### src/rtl/imm_narrow_encoder.sv
// Narrows 16-bit constants into a sign-extendable short byte or a high/low byte pair.
// Optional feature: define IMM_COMPACT_EN to enable short-byte fit detection.
module imm_narrow_encoder (
    input  logic        clk,
    input  logic        reset_n,
    input  logic        in_valid,
    output logic        in_ready,
    input  logic [15:0] in_value,
    output logic        out_valid,
    input  logic        out_ready,
    output logic [7:0]  out_byte,
    output logic [1:0]  out_kind,
    output logic        out_last,
    output logic [7:0]  short_count
);

    localparam logic [1:0] StIdle  = 2'd0;
    localparam logic [1:0] StShort = 2'd1;
    localparam logic [1:0] StHi    = 2'd2;
    localparam logic [1:0] StLo    = 2'd3;

    localparam logic [1:0] KindShort = 2'b00;
    localparam logic [1:0] KindHi    = 2'b01;
    localparam logic [1:0] KindLo    = 2'b10;

    logic [1:0]  state_q, state_d;
    logic [15:0] hold_q, hold_d;
    logic        out_valid_q, out_valid_d;
    logic [7:0]  out_byte_q, out_byte_d;
    logic [1:0]  out_kind_q, out_kind_d;
    logic        out_last_q, out_last_d;
    logic [7:0]  short_count_q, short_count_d;
    logic        fits;

`ifdef IMM_COMPACT_EN
    // Sign-extending the low byte reproduces the value iff bits [15:7] agree.
    assign fits = (in_value[15:8] == {8{in_value[7]}});
`else
    assign fits = 1'b0;
`endif

    always_comb begin
        state_d       = state_q;
        hold_d        = hold_q;
        out_valid_d   = out_valid_q;
        out_byte_d    = out_byte_q;
        out_kind_d    = out_kind_q;
        out_last_d    = out_last_q;
        short_count_d = short_count_q;

        unique case (state_q)
            StIdle: begin
                if (in_valid) begin
                    hold_d      = in_value;
                    out_valid_d = 1'b1;
                    if (fits) begin
                        state_d    = StShort;
                        out_byte_d = in_value[7:0];
                        out_kind_d = KindShort;
                        out_last_d = 1'b1;
                    end else begin
                        state_d    = StHi;
                        out_byte_d = in_value[15:8];
                        out_kind_d = KindHi;
                        out_last_d = 1'b0;
                    end
                end
            end
            StShort: begin
                if (out_ready) begin
                    state_d     = StIdle;
                    out_valid_d = 1'b0;
                    if (short_count_q != 8'hFF) begin
                        short_count_d = short_count_q + 8'd1;
                    end
                end
            end
            StHi: begin
                if (out_ready) begin
                    state_d    = StLo;
                    out_byte_d = hold_q[7:0];
                    out_kind_d = KindLo;
                    out_last_d = 1'b1;
                end
            end
            StLo: begin
                if (out_ready) begin
                    state_d     = StIdle;
                    out_valid_d = 1'b0;
                end
            end
            default: state_d = StIdle;
        endcase
    end

    always_ff @(posedge clk or negedge reset_n) begin
        if (!reset_n) begin
            state_q       <= StIdle;
            hold_q        <= 16'h0000;
            out_valid_q   <= 1'b0;
            out_byte_q    <= 8'h00;
            out_kind_q    <= 2'b00;
            out_last_q    <= 1'b0;
            short_count_q <= 8'h00;
        end else begin
            state_q       <= state_d;
            hold_q        <= hold_d;
            out_valid_q   <= out_valid_d;
            out_byte_q    <= out_byte_d;
            out_kind_q    <= out_kind_d;
            out_last_q    <= out_last_d;
            short_count_q <= short_count_d;
        end
    end

    assign in_ready    = (state_q == StIdle);
    assign out_valid   = out_valid_q;
    assign out_byte    = out_byte_q;
    assign out_kind    = out_kind_q;
    assign out_last    = out_last_q;
    assign short_count = short_count_q;

endmodule
### config.mk
export PLATFORM = sky130hd
export DESIGN_NAME = imm_narrow_encoder
export DESIGN_NICKNAME = d
export VERILOG_FILES = /design/src/rtl/imm_narrow_encoder.sv
export SDC_FILE = /design/constraint.sdc
export NUM_CORES = 1
export LEC_CHECK = 0
export CORE_MARGIN = 1
export CORE_UTILIZATION = 47
export DETAILED_ROUTE_END_ITERATION = 6
export PLACE_DENSITY = 0.83
export SKIP_CTS_REPAIR_TIMING = 1
export SYNTH_ARGS = -nofsm -noshare
export SYNTH_HDL_FRONTEND = slang
export SYNTH_SLANG_ARGS = --single-unit
export TNS_END_PERCENT = 30
### constraint.sdc
create_clock -name clk -period 2 [get_ports clk]
set_input_delay 0.5 -clock clk [delete_from_list [all_inputs] [get_ports clk]]
set_output_delay 0.5 -clock clk [all_outputs]
set_load 0.01 [all_outputs]
==> qor.txt <==
========================================================================================================
Number of inserted diodes .................................................................            0
Leakage power total .......................................................................     0.888 nW
Clock tree from TritonCTS .................................................................        built
Post-Synthesis Net Count ..................................................................          125
Half-perimeter wire length after detailed placement .......................................      2000 um
DR vias/cell ..............................................................................         5.37
Routed wirelength normalized by instance count ............................................      14.6 um
Total power per unit cell area ............................................................ 1440 nW/um^2
Shortest period the worst path allows .....................................................      1930 ps
Violations in the final reports ........................................................... design-rule violations
Overall power consumption .................................................................    0.00278 W
Area growth from synthesis to layout ......................................................        35.4%
Worst EP required .........................................................................      1500 ps
F_max .....................................................................................      517 MHz
Critical path capture point type ..........................................................  output port
Largest vdd supply drop ...................................................................   0.000755 V
Pin count of the biggest net entering global routing ......................................           30
I/O pins ..................................................................................           41
Final Setup Violations ....................................................................            0
H-tree Lvls ...............................................................................            2
Rel. slew slack ...........................................................................        76.1%
Final std cells w/o fill ..................................................................          183
Die X-Extent ..............................................................................      57.1 um
Area inside the core boundary .............................................................    2810 um^2
Filler Cells Inserted .....................................................................          210
Routability-driven placement congestion ratio .............................................        0.765
Yosys warns ...............................................................................            0
Bufs on Longest Clock Path ................................................................            2
Post-synthesis instance total .............................................................          104
CP max FO .................................................................................            2
Floorplan row count .......................................................................           19
Die height ................................................................................      57.1 um
Data arrival time of the critical path ....................................................      1430 ps
Number of global-route vias before repair .................................................          955
Initial standard-cell utilization of the core .............................................        50.9%
Wire length of the first global-routing pass ..............................................      4640 um
Reg2Reg Depth .............................................................................            4
Sum of negative setup slack ...............................................................         0 ps
Pins over their slew limit ................................................................            0
Leading cell types in the layout, fill and taps excluded .................................. 40 x clkdlybuf4s50_1, 29 x dfrtp_1, 16 x mux2_4
Fin Hold WS ...............................................................................       495 ps
Startpoint Class ..........................................................................     register
Number of failing hold endpoints at the final stage .......................................            0
Initial detailed-routing violation count ..................................................           26
Pre-Repair DR Iteration Count .............................................................            6
Clock skew after layout ...................................................................      7.43 ps
Fraction of final layout cells sized beyond drive strength 1 ..............................        30.3%
Post-CTS clock slew at the launch and capture registers of the worst setup and hold paths .        90 ps
Final net count ...........................................................................          172
Fraction of synthesis flops using an asynchronous set or reset pin ........................         100%
Overall routed net length .................................................................      2670 um
Status .................................................................................... complete, but fails checks
Unrepaired setup endpoints after global routing ...........................................        false
Clock latency reported for the late side of the worst-skew pair ...........................       320 ps
Clock root buffer .........................................................................     clkbuf_4
Number of buffers created by CTS ..........................................................            5
Overall die area ..........................................................................    3260 um^2
Overall routing resource usage ............................................................        19.2%
Vias ......................................................................................          983
Syn_area_per_cell .........................................................................    13.7 um^2
Post-Place Cells ..........................................................................          175
Crit Path Class ........................................................................... register to output port
Period Utilization, post-route ............................................................        96.7%
Transition time at the pin with the least slew margin .....................................       359 ps
Clock sink total ..........................................................................           29
Port Buffers ..............................................................................           40
Synth unique cells ........................................................................           31
Number of cells on the worst hold path ....................................................            1
Primary flip-flop cell chosen by synthesis mapping ........................................      dfrtp_1
Number of max-capacitance violations reported .............................................            0
Kind of path behind the tightest hold check ............................................... register to register
Most common library cell in the layout ignoring fill and taps ............................. clkdlybuf4s50_1
Post-route DRC violation count ............................................................            7
Core occupancy in the finished layout .....................................................        68.9%
Global-route congestion overflow total ....................................................            0
Number of synthesized flops with an enable pin ............................................            0
Number of antenna violations at the first check in global routing .........................            0
Cell area after technology mapping ........................................................    1430 um^2
Antenna-violating nets left ...............................................................            0
Sequential cell area fraction in the yosys report .........................................        50.8%
Total of flip-flops plus latches after synthesis ..........................................           29
========================================================================================================
==> stage by stage <==
step / cell area (um^2) / worst slack, ps
CTS: 1930 / 49.2
global route: 1930 / 5.93
floorplan: 1430 / 522
detailed placement: 1860 / 37.8
finish: 1930 / 66.9
global placement: 1860 / 65.3
==> critical path, cell delays in order, from the launching register on <==
cell and delay (ps):
dfrtp_1 390, nor2_1 160, clkdlybuf4s50_1 560
==> where the power goes <==
group / internal, W / total, W / switching [W]
Sequential: 0.000838 / 0.00101 / 0.000176
Combinational: 0.000880 / 0.00136 / 0.000483
Clock: 0.000204 / 0.000405 / 0.000202
==> per-layer routing <==
metal	GRT usage (%)	vias up	part of all wire (%)
li1	-	467	-
met1	26.8	487	46
met2	28.2	26	48
met3	4.54	3	4.0
met4	9.41	0	1.1
met5	0	-	0
==> state kept, by name, summed over array words and instances (netlist names) <==
signal and count:
hold_q 8, out_byte 8, short_count 8, state_q 2, out_kind 1, out_last 1, out_valid 1
==> cell usage after synthesis (2+ instances only) <==
| cell | number | area share, % |
|---|---|---|
| mux2_4 | 16 | 17 |
| a41oi_1 | 2 | 1.2 |
| inv_1 | 3 | 0.79 |
| nor2_1 | 3 | 0.79 |
| o21ai_0 | 2 | 0.70 |
| buf_6 | 2 | 1.6 |
| nor3_1 | 3 | 1.1 |
| a21oi_1 | 2 | 0.70 |
| dfrtp_1 | 29 | 51 |
| and4_1 | 2 | 1.2 |
| nand3_1 | 4 | 1.4 |
| nand2_1 | 4 | 1.1 |
| a21o_1 | 2 | 1.1 |
| mux2_2 | 11 | 8.7 |
| buf_4 | 3 | 1.6 |
==> area by class of cell <==
cell class | count | area [um^2] | share of cell area (%)
inverter | 3 | 11.3 | 0.583
clock inverter | 1 | 5.00 | 0.259
sequential | 29 | 726 | 37.5
clock buffer | 7 | 65.1 | 3.37
multi-input combinational | 66 | 642 | 33.2
tap | 31 | 38.8 | 2.01
timing repair buffer | 46 | 445 | 23.0
==> path summary, 6_finish.rpt <==
kind,startpoint,endpoint,slack [ps]
min,out_kind[0]$_DFFE_PN0P_,out_kind[0]$_DFFE_PN0P_,500
max in group asynchronous,reset_n,out_valid$_DFFE_PN0P_,1190
max,state_q[0]$_DFFE_PN0P_,in_ready,70
min reg2reg,out_kind[0]$_DFFE_PN0P_,out_kind[0]$_DFFE_PN0P_,500
max reg2reg,short_count[0]$_DFFE_PN0P_,short_count[6]$_DFFE_PN0P_,510
min in group asynchronous,reset_n,state_q[0]$_DFFE_PN0P_,550
==> cells by family after synthesis <==
kind of cell | share of synthesized area [%]
mux | 26.2
compound gates | 5.96
xor+xnor | 1.23
flops | 50.8
buf+inv | 4.21
simple gates | 10.7
fa+ha+maj | 0.876
Power figures use the tool's default switching activity.
